`config.mk`:
```
export PLATFORM = sky130hd
export DESIGN_NAME = loop_gain_sched
export DESIGN_NICKNAME = d
export VERILOG_FILES = /design/src/rtl/loop_gain_sched.sv
export SDC_FILE = /design/constraint.sdc
export NUM_CORES = 1
export LEC_CHECK = 0
export CORE_MARGIN = 5
export CORE_UTILIZATION = 40
export CTS_CLUSTER_SIZE = 28
export DETAILED_ROUTE_END_ITERATION = 6
export SYNTH_ARGS = -nofsm -noshare
export SYNTH_HDL_FRONTEND = slang
export SYNTH_SLANG_ARGS = --single-unit
export TNS_END_PERCENT = 100
```
`constraint.sdc`:
```
create_clock -name clk -period 13.8 [get_ports clk]
set_input_delay 2.76 -clock clk [delete_from_list [all_inputs] [get_ports clk]]
set_output_delay 2.76 -clock clk [all_outputs]
set_load 0.005 [all_outputs]
```
`src/rtl/loop_gain_sched.sv`:
```
`default_nettype none
// ============================================================================
// Module      : loop_gain_sched
// Description : Lock/gear-shift controller for the symbol-timing PI loop
//               filter. Gates TED error strobes, clears the filter on start
//               and acquisition timeout, and selects acquisition or tracking
//               shift gains from windowed |error| statistics.
// Revision    : 1.0 - initial release
// ============================================================================
module loop_gain_sched #(
  parameter int WERR         = 18,
  parameter int SHIFT_W      = 5,
  parameter int KP_ACQ       = 5,
  parameter int KI_ACQ       = 9,
  parameter int KP_TRK       = 7,
  parameter int KI_TRK       = 12,
  parameter int WIN_LOG2     = 6,
  parameter int LOCK_THR     = 32768,
  parameter int UNLOCK_THR   = 131072,
  parameter int LOCK_WINS    = 4,
  parameter int UNLOCK_WINS  = 2,
  parameter int TIMEOUT_WINS = 64,
  parameter int CLEAR_CYC    = 2
) (
  input  logic               clk,
  input  logic               reset_n,
  input  logic               enable_i,
  input  logic [WERR-1:0]    e_in_i,
  input  logic               e_valid_i,
  output logic               e_valid_o,
  output logic               lf_rst_n_o,
  output logic [SHIFT_W-1:0] kp_shift_o,
  output logic [SHIFT_W-1:0] ki_shift_o,
  output logic               locked_o,
  output logic [1:0]         state_o
);

  localparam int SUM_W  = WERR - 1 + WIN_LOG2;
  localparam int GOOD_W = $clog2(LOCK_WINS + 1);
  localparam int BAD_W  = $clog2(UNLOCK_WINS + 1);
  localparam int TO_W   = $clog2(TIMEOUT_WINS + 1);
  localparam int CLR_W  = $clog2(CLEAR_CYC + 1);

  localparam logic [1:0] ST_IDLE  = 2'd0;
  localparam logic [1:0] ST_CLEAR = 2'd1;
  localparam logic [1:0] ST_ACQ   = 2'd2;
  localparam logic [1:0] ST_TRACK = 2'd3;

  localparam logic [SUM_W-1:0]  LOCK_THR_C   = SUM_W'(LOCK_THR);
  localparam logic [SUM_W-1:0]  UNLOCK_THR_C = SUM_W'(UNLOCK_THR);
  localparam logic [GOOD_W-1:0] LOCK_WINS_C  = GOOD_W'(LOCK_WINS);
  localparam logic [BAD_W-1:0]  UNLOCK_WINS_C = BAD_W'(UNLOCK_WINS);
  localparam logic [TO_W-1:0]   TIMEOUT_C    = TO_W'(TIMEOUT_WINS);
  localparam logic [CLR_W-1:0]  CLR_LAST_C   = CLR_W'(CLEAR_CYC - 1);

  logic [1:0]          state_q, state_d;
  logic [CLR_W-1:0]    clr_cnt_q, clr_cnt_d;
  logic [WIN_LOG2-1:0] win_cnt_q, win_cnt_d;
  logic [SUM_W-1:0]    sum_q, sum_d;
  logic [GOOD_W-1:0]   good_cnt_q, good_cnt_d;
  logic [BAD_W-1:0]    bad_cnt_q, bad_cnt_d;
  logic [TO_W-1:0]     to_cnt_q, to_cnt_d;

  logic                lf_rst_n_q, lf_rst_n_d;
  logic [SHIFT_W-1:0]  kp_q, kp_d;
  logic [SHIFT_W-1:0]  ki_q, ki_d;
  logic                locked_q, locked_d;

  logic                accept;
  logic                win_close;
  logic [WERR-2:0]     mag;
  logic [SUM_W-1:0]    sum_full;
  logic [GOOD_W-1:0]   good_inc;
  logic [BAD_W-1:0]    bad_inc;
  logic [TO_W-1:0]     to_inc;

  // Strobes only count (and only reach the filter) while the loop is running.
  assign accept    = e_valid_i & ((state_q == ST_ACQ) | (state_q == ST_TRACK));
  assign win_close = accept & (&win_cnt_q);

  // Saturating magnitude: the most negative code maps to the largest positive.
  always_comb begin
    mag = e_in_i[WERR-2:0];
    if (e_in_i[WERR-1]) begin
      if (e_in_i[WERR-2:0] == '0) begin
        mag = '1;
      end else begin
        mag = ~e_in_i[WERR-2:0] + {{(WERR-2){1'b0}}, 1'b1};
      end
    end
  end

  // Window statistics as they would stand after including the current sample.
  always_comb begin
    sum_full = sum_q + SUM_W'(mag);
    good_inc = (sum_full < LOCK_THR_C)   ? good_cnt_q + GOOD_W'(1) : '0;
    bad_inc  = (sum_full > UNLOCK_THR_C) ? bad_cnt_q + BAD_W'(1)   : '0;
    to_inc   = to_cnt_q + TO_W'(1);
  end

  // State register and registered outputs decoded from next state.
  always_ff @(posedge clk) begin
    if (!reset_n) begin
      state_q    <= ST_IDLE;
      lf_rst_n_q <= 1'b0;
      kp_q       <= SHIFT_W'(KP_ACQ);
      ki_q       <= SHIFT_W'(KI_ACQ);
      locked_q   <= 1'b0;
    end else begin
      state_q    <= state_d;
      lf_rst_n_q <= lf_rst_n_d;
      kp_q       <= kp_d;
      ki_q       <= ki_d;
      locked_q   <= locked_d;
    end
  end

  // Next-state logic; disable overrides any window-driven transition.
  always_comb begin
    state_d = state_q;
    case (state_q)
      ST_IDLE: begin
        if (enable_i) state_d = ST_CLEAR;
      end
      ST_CLEAR: begin
        if (clr_cnt_q == CLR_LAST_C) state_d = ST_ACQ;
      end
      ST_ACQ: begin
        if (win_close) begin
          if (good_inc == LOCK_WINS_C) begin
            state_d = ST_TRACK;
          end else if (to_inc == TIMEOUT_C) begin
            state_d = ST_CLEAR;
          end
        end
      end
      ST_TRACK: begin
        if (win_close && (bad_inc == UNLOCK_WINS_C)) state_d = ST_ACQ;
      end
      default: state_d = ST_IDLE;
    endcase
    if (!enable_i) state_d = ST_IDLE;
  end

  // Output decode from next state so outputs move on the same edge as state.
  always_comb begin
    lf_rst_n_d = (state_d == ST_ACQ) || (state_d == ST_TRACK);
    locked_d   = (state_d == ST_TRACK);
    kp_d       = (state_d == ST_TRACK) ? SHIFT_W'(KP_TRK) : SHIFT_W'(KP_ACQ);
    ki_d       = (state_d == ST_TRACK) ? SHIFT_W'(KI_TRK) : SHIFT_W'(KI_ACQ);
  end

  // Window accumulator and decision counters; any state change restarts the
  // decision counters, while the window itself runs on through ACQ<->TRACK.
  always_comb begin
    win_cnt_d  = win_cnt_q;
    sum_d      = sum_q;
    good_cnt_d = good_cnt_q;
    bad_cnt_d  = bad_cnt_q;
    to_cnt_d   = to_cnt_q;
    clr_cnt_d  = '0;
    if (accept) begin
      win_cnt_d = win_cnt_q + WIN_LOG2'(1);
      sum_d     = win_close ? '0 : sum_full;
    end
    if (win_close && (state_q == ST_ACQ)) begin
      good_cnt_d = good_inc;
      to_cnt_d   = to_inc;
    end
    if (win_close && (state_q == ST_TRACK)) begin
      bad_cnt_d = bad_inc;
    end
    if (state_d != state_q) begin
      good_cnt_d = '0;
      bad_cnt_d  = '0;
      to_cnt_d   = '0;
    end
    if ((state_d == ST_IDLE) || (state_d == ST_CLEAR)) begin
      win_cnt_d = '0;
      sum_d     = '0;
    end
    if ((state_q == ST_CLEAR) && (state_d == ST_CLEAR)) begin
      clr_cnt_d = clr_cnt_q + CLR_W'(1);
    end
  end

  // Datapath registers.
  always_ff @(posedge clk) begin
    if (!reset_n) begin
      clr_cnt_q  <= '0;
      win_cnt_q  <= '0;
      sum_q      <= '0;
      good_cnt_q <= '0;
      bad_cnt_q  <= '0;
      to_cnt_q   <= '0;
    end else begin
      clr_cnt_q  <= clr_cnt_d;
      win_cnt_q  <= win_cnt_d;
      sum_q      <= sum_d;
      good_cnt_q <= good_cnt_d;
      bad_cnt_q  <= bad_cnt_d;
      to_cnt_q   <= to_cnt_d;
    end
  end

  assign e_valid_o  = accept;
  assign lf_rst_n_o = lf_rst_n_q;
  assign kp_shift_o = kp_q;
  assign ki_shift_o = ki_q;
  assign locked_o   = locked_q;
  assign state_o    = state_q;

endmodule
`default_nettype wire

```
# Word level (Yosys, flattened, before mapping)
# Index checks and enable logic that the tools add are counted.
dict set report word_totals {
  register_bits 57
  latchBits 0
  ram_bits 0
  romBits 0
  in_bits 22
  out_inout_bits 15
  word_cells 63
  memories 0
}
dict set report op_classes {
  add_sub_neg 7
  multipliers 0
  div 0
  n_lt_le_gt_ge 2
  n_eq_ne 11
  n_shift 0
  n_mux 14
  n_bitwise 5
  reduce_logical 13
}
# operator count
set ops {}
lappend ops {{17-bit 2-to-1 mux} 2}
lappend ops {{23-bit by 17-bit adder with 23-bit output} 1}
lappend ops {{23-bit by 18-bit greater-than comparator with 1-bit output, second input constant} 1}
lappend ops {{23-bit by 16-bit less-than comparator with 1-bit output, second input constant} 1}
lappend ops {{23-bit 2-to-1 mux} 1}
lappend ops {{17-bit by 1-bit adder with 17-bit output, second input constant} 1}
lappend ops {{17-bit logical NOT} 1}
lappend ops {{17-bit inverter} 1}
lappend ops {{2-bit 2-to-1 mux} 8}
lappend ops {{2-bit equality test, second input constant} 5}
lappend ops {{2-bit one-hot mux with 4 select lines} 1}
lappend ops {{7-bit by 1-bit adder with 7-bit output, second input constant} 1}
lappend ops {{7-bit equality test, second input constant} 1}
lappend ops {{6-bit by 1-bit adder with 6-bit output, second input constant} 1}
lappend ops {{2-bit by 1-bit equality test with 1-bit output, second input constant} 3}
lappend ops {{3-bit 2-to-1 mux} 2}
lappend ops {{6-bit AND reduction} 1}
lappend ops {{2-bit by 1-bit adder with 2-bit output, second input constant} 2}
lappend ops {{1-bit logical AND} 4}
lappend ops {{2-bit logical NOT} 2}
lappend ops {{2-bit OR reduction} 2}
lappend ops {{3-bit by 1-bit adder with 3-bit output, second input constant} 1}
lappend ops {{3-bit equality test, second input constant} 1}
lappend ops {{1-bit AND} 2}
lappend ops {{5 further kinds} 6}

# Depth between registers and ports, before layout
dict set report depth {
  depth_word 15
  depth_mapped 24
  depth_no_buf 22
}

# Worst setup path before layout
# Ideal clock, no wire load.
dict set report synth_path {
  path_kind {input -> register}
  from {input e_in_i[0]}
  to {register good_cnt_q[1]}
  setup_time_ns 0.130
  arrival_ns 7.949
  t_required_ns 13.670
  setup_slack_ns 5.721
  cell_stages 22
  n_path_buf 2
  path_cell_list {inv_1 -> ha_1 -> or3b_1 -> or3_1 -> or3_4 -> or4_4 -> or3_4 -> nor2_4 -> buf_6 -> o21a_1 -> nor2_1 -> a31oi_1 -> ha_1 -> and2_1 -> a221oi_1 -> a211oi_1 -> or4_1 -> nand4_1 -> nand4_1 -> o41ai_1 -> buf_2 -> nor3_1}
}
dict set report synth_via {
  elab_chain_cells 14
  elab_cells_between_ends 20
  cone_classes {add/sub (2); order compare (2); eq/ne (3); mux (9); bitwise (1); reduce/logical (3)}
}
# element line
set synth_lines {}
lappend synth_lines {{start, declared} 28} ;# input logic [WERR-1:0] e_in_i,
lappend synth_lines {{17-bit inverter} 88} ;# mag = ~e_in_i[WERR-2:0] + {{(WERR-2){1'b0}}, 1'b1};
lappend synth_lines {{17-bit by 1-bit adder with 17-bit output} 88}
lappend synth_lines {{17-bit 2-to-1 mux} 85} ;# if (e_in_i[WERR-2:0] == '0) begin
lappend synth_lines {{17-bit 2-to-1 mux (*)} 84} ;# if (e_in_i[WERR-1]) begin
lappend synth_lines {{23-bit by 17-bit adder with 23-bit output (*)} 95} ;# sum_full = sum_q + SUM_W'(mag);
lappend synth_lines {{23-bit by 16-bit less-than comparator with 1-bit output or 23-bit by 18-bit greater-than comparator with 1-bit output (tied branches)} {96, 97}}
lappend synth_lines {{3-bit 2-to-1 mux or 2-bit 2-to-1 mux (tied branches)} {96, 97}}
lappend synth_lines {{3-bit equality test or 2-bit equality test (tied branches)} {130, 138}}
lappend synth_lines {{2-bit 2-to-1 mux or 1-bit logical AND (tied branches)} {130, 138}}
lappend synth_lines {{2-bit 2-to-1 mux, on equally long branches} {129, 138}}
lappend synth_lines {{2-bit one-hot mux with 4 select lines} 121} ;# case (state_q)
lappend synth_lines {{2-bit 2-to-1 mux} 142} ;# if (!enable_i) state_d = ST_IDLE;
lappend synth_lines {{2-bit inequality test} 173} ;# if (state_d != state_q) begin
lappend synth_lines {{2-bit OR reduction (no source line)} -}
lappend synth_lines {{end signal, assigned} 200} ;# good_cnt_q <= good_cnt_d;
lappend synth_lines {{end, declared} 60} ;# logic [GOOD_W-1:0] good_cnt_q, good_cnt_d;
# Mark *: on every way between the ends. The rest lies on a longest branch, timed or not.
# A chain may end at the register's enable or synchronous reset.

# Worst setup path in the final report
dict set report layout_path {
  from {input e_in_i[1]}
  to {register ki_q[0] (netlist: ki_shift_o[0])}
}
dict set report layout_via {
  elab_chain_cells 14
  elab_cells_between_ends 20
  cone_classes {add/sub (2); order compare (2); eq/ne (3); mux (10); bitwise (1); reduce/logical (2)}
}
# element line
set layout_lines {}
lappend layout_lines {{17-bit inverter} 88}
lappend layout_lines {{17-bit by 1-bit adder with 17-bit output} 88}
lappend layout_lines {{17-bit 2-to-1 mux} 85}
lappend layout_lines {{17-bit 2-to-1 mux (*)} 84}
lappend layout_lines {{23-bit by 17-bit adder with 23-bit output (*)} 95}
lappend layout_lines {{23-bit by 16-bit less-than comparator with 1-bit output or 23-bit by 18-bit greater-than comparator with 1-bit output (tied branches)} {96, 97}}
lappend layout_lines {{3-bit 2-to-1 mux or 2-bit 2-to-1 mux (tied branches)} {96, 97}}
lappend layout_lines {{3-bit equality test or 2-bit equality test (tied branches)} {130, 138}}
lappend layout_lines {{2-bit 2-to-1 mux or 1-bit logical AND (tied branches)} {130, 138}}
lappend layout_lines {{2-bit 2-to-1 mux, on equally long branches} {129, 138}}
lappend layout_lines {{2-bit one-hot mux with 4 select lines (*)} 121}
lappend layout_lines {{2-bit 2-to-1 mux (*)} 142}
lappend layout_lines {{2-bit equality test (*)} 150} ;# ki_d = (state_d == ST_TRACK) ? SHIFT_W'(KI_TRK) : SHIFT_W'(KI_ACQ);
lappend layout_lines {{3-bit 2-to-1 mux (*)} 150}
lappend layout_lines {{end signal, assigned} 107} ;# ki_q <= SHIFT_W'(KI_ACQ);
lappend layout_lines {{end signal, assigned} 113} ;# ki_q <= ki_d;
lappend layout_lines {{end, declared} 66} ;# logic [SHIFT_W-1:0] ki_q, ki_d;
# Marks and branches as above.

==> flow_metrics.py <==
metrics = {
    "clock_tree": {
        "cts_tree": "yes",
        "postCtsSetupRepairBufs": 0,
        "clk_pin_slew_ns": 0.09,
        "cts_htree_levels": 2,
        "cts_buffer_depth": 2,
        "clock_latency_ns": 0.30,
        "numCtsBuffers": 5,
        "cts_sinks": 48,
        "cts_hold_buf": 0,
        "cts-root-buf": "clkbuf_8",
        "cts_resized": 0,
    },
    "critical_path": {
        "start_kind": "primary input",
        "path_class": "in -> reg",
        "ff2ff_setup_slack_ns": 9.81,
        "reg2reg_to": "to_cnt_q[1]$_SDFFE_PP0P_",
        "cp.arrival_ns": 9.49,
        "reg2reg_depth": 13,
        "critPathMaxFanout": 33,
        "crit_end": "ki_shift_o[0]$_SDFF_PN1_",
        "worstSetupStartpoint": "e_in_i[1]",
        "cp-end-kind": "flip-flop",
        "r2r_start": "sum_q[0]$_SDFFE_PP0P_",
        "cp.required_ns": 14.00,
    },
    "cells_and_area": {
        "final_nets": 561,
        "final_common_cell": "nor2_1",
        "drive_above_1_share_pct": 4.466,
        "final_cell_mix": "59 x nor2_1, 51 x nand2_1, 48 x dfxtp_1, 36 x a21oi_1, 29 x clkdlybuf4s50_1",
        "final-seq-area_um2": 960.9,
        "diodes": 0,
        "fill_cells": 924,
        "syn_to_final_growth_pct": 11.06,
        "multi_input_area_mm2": 0.002577,
        "design_area_mm2": 0.004135,
    },
    "sta": {
        "setup_tns_ns": 0,
        "final-setup-viol-count": 0,
        "finalHoldViolCount": 0,
        "slew_violations": 0,
        "slew_headroom_pct": 25.04,
        "period_share_pct": 67.36,
        "worstMarginPinSlew_ns": 1.122,
        "fmax_mhz": 107.6,
        "grt_setup_unrepaired": "no",
        "post-route-min-period_ns": 9.295,
        "finalClockSkew_ns": 0.003533,
    },
    "pwr": {
        "p_seq_share_pct": 52.0,
        "powerDensity_mw_per_mm2": 64.82,
        "leakagePower_nw": 1.479,
        "p_int_uw": 196.1,
        "p_sw_share_pct": 26.84,
        "combPwrFrac_pct": 15.1,
        "power.switching_uw": 71.94,
        "pwr-share-clk_pct": 32.9,
        "vdd_drop_max_uv": 42.71,
    },
    "grt": {
        "grt_use_total_pct": 17.01,
        "grt_pass1_vias": 3336,
        "grt_pass1_wl_um": 15930,
        "grt-ovfl-total": 0,
        "antenna_found_initial": 0,
        "grt_max_degree": 34,
    },
    "floorplanning": {
        "rows": 35,
        "pin_count": 37,
        "die_w_um": 106.5,
        "die-area_mm2": 0.01134,
        "start_util_pct": 40.68,
        "die_h_um": 106.5,
        "core-area_mm2": 0.009153,
    },
    "placed_design": {
        "finalWeightedCongestion": 0.9289,
        "port_buffers": 29,
        "dpl-instance-area_mm2": 0.004043,
        "dpl.hpwl_um": 7379,
    },
    "detailed_routing": {
        "wl_um": 9527,
        "viasPerCell": 5.732,
        "drc": 0,
        "first_pass_iters": 4,
        "avgRoutedWirePerCell_um": 15.22,
        "ant_nets": 0,
        "dr.first_iter.drc_count": 207,
        "vias": 3588,
    },
    "logic_synthesis": {
        "ys_warn_count": 0,
        "ys_seq_elements": 48,
        "synthTopCellsByArea": "dfxtp_1 26%, ha_1 8.1%, nor2_1 5.9%, nand2_1 5.1%, a21oi_1 4.8%",
        "yosysTopAreaCell": "dfxtp_1",
        "synth_top_area_share_pct": 25.81,
        "yosysUniqueCellTypes": 62,
        "synth_area_mm2": 0.003724,
        "synth_edf_count": 0,
        "avgSynthCellArea_um2": 7.447,
        "async_reset_ff_share_pct": 0,
        "synth-seq-area-share_pct": 25.81,
        "synth_cells": 500,
        "synth_flop_cell": "dfxtp_1",
    },
    "hold_path": {
        "hp-class": "reg -> reg",
    },
    "status": {
        "status": "finished, final reports clean",
    },
    "flow_run": {
        "max-cap-violations": 0,
    },
}
per-stage QoR:
step	hold WS [ns]	power (mW)	cells	setup slack [ns]	utilization [%]
after detailed placement	0.4417	0.1825	618	4.195	44.17
after CTS	0.4545	0.2703	626	4.497	45.18
final	0.4438	0.2680	626	4.505	45.18
after global placement	0.4181	0.1825	618	4.266	44.17
after global routing	0.4674	0.2819	626	3.865	45.18
after floorplan	0.4063	0.1689	505	5.721	-
final cells by class:
class	count	area share [%]
Inverter	12	1.089
Clock buffer	6	1.997
Multi-Input combinational cell	414	62.33
Sequential cell	48	23.24
Timing Repair Buffer	33	7.746
Tap cell	111	3.359
Clock inverter	2	0.2421
flip-flops by register name, summed over array words and instances (netlist names):
signal	cells
win_cnt_q	6
sum_q	23
good_cnt_q	3
clr_cnt_q	2
state_o	2
bad_cnt_q	2
lf_rst_n_o	1
to_cnt_q	7
kp_shift_o	1
ki_shift_o	1
cell usage after synthesis (all sizes together) (3+ instances only):
master / number
nor4: 4
or4: 5
nand4: 10
clkbuf: 20
o211ai: 3
inv: 12
nor2: 60
nand2b: 7
nand3b: 3
a211o: 3
o21a: 10
ha: 24
a21o: 5
nand3: 14
and3: 4
nor3b: 4
nand2: 51
a211oi: 10
dfxtp: 48
a41oi: 4
buf: 11
a21oi: 37
o21ai: 33
o31ai: 3
xnor2: 12
a22oi: 11
nor3: 18
xor2: 17
or3: 11
nor2b: 5
a31oi: 12
worst max-delay path, cell delays in order:
cell and delay (ns):
clkdlybuf4s50_1 0.44, inv_1 0.07, ha_1 0.17, or3b_1 0.39
or3_1 0.37, or3_4 0.37, or4_4 0.45, or3_4 0.42
nor2_4 0.27, o21a_1 0.16, nor2_1 0.04, a31oi_1 0.16
ha_1 0.30, and2_1 0.19, a221oi_1 0.50, a211oi_1 0.23
or4_1 0.51, nand4_1 0.20, nor2b_1 0.17, a41o_1 0.20
nand2_1 0.64, a211o_1 0.48
power groups by stage:
| stage | combinational, mW | sequential (mW) | clock, mW |
|---|---|---|---|
| global placement | 0.0399 | 0.143 | 0 |
| global route | 0.0449 | 0.139 | 0.0975 |
| CTS | 0.0401 | 0.139 | 0.0909 |
| finish | 0.0404 | 0.139 | 0.0883 |
| detailed placement | 0.0399 | 0.143 | 0 |
| floorplan | 0.0267 | 0.142 | 0 |
routing by layer:
layer	vias up	track usage, %	share of wire, %	routed length (µm)
li1	1838	-	-	-
met1	1669	24.81	50	4790
met2	70	26.24	45	4250
met3	11	2.732	3.8	358
met4	0	3.927	1.3	128
met5	-	0	0	0
cells by family (layout without fill, tap and decap cells):
| logic type | after synthesis | count (layout) | share of synthesized area (%) |
|---|---|---|---|
| AND/OR/NAND/NOR | 207 | 207 | 27.79 |
| adder cells (fa/ha/maj) | 25 | 25 | 8.602 |
| buffers and inverters | 43 | 53 | 5.477 |
| multiplexers | 1 | 1 | 0.2688 |
| AO/OA/AOI/OAI | 145 | 145 | 25.03 |
| XOR/XNOR | 29 | 29 | 6.821 |
| flip-flops | 48 | 48 | 25.81 |
| other | 2 | 7 | 0.2017 |
worst min-delay path by stage:
stage	from	to	slack, ns	depth (start not counted)
after CTS	clr_cnt_q[0]$_SDFF_PN0_	clr_cnt_q[0]$_SDFF_PN0_	0.45	1
after global routing	clr_cnt_q[0]$_SDFF_PN0_	clr_cnt_q[0]$_SDFF_PN0_	0.47	1
after floorplan	clr_cnt_q[0]$_SDFF_PN0_	clr_cnt_q[0]$_SDFF_PN0_	0.41	1
after detailed placement	clr_cnt_q[0]$_SDFF_PN0_	clr_cnt_q[0]$_SDFF_PN0_	0.44	1
final	clr_cnt_q[0]$_SDFF_PN0_	clr_cnt_q[0]$_SDFF_PN0_	0.44	1
after global placement	clr_cnt_q[0]$_SDFF_PN0_	clr_cnt_q[0]$_SDFF_PN0_	0.42	1
No activity file was read; power rests on OpenSTA's default activity.
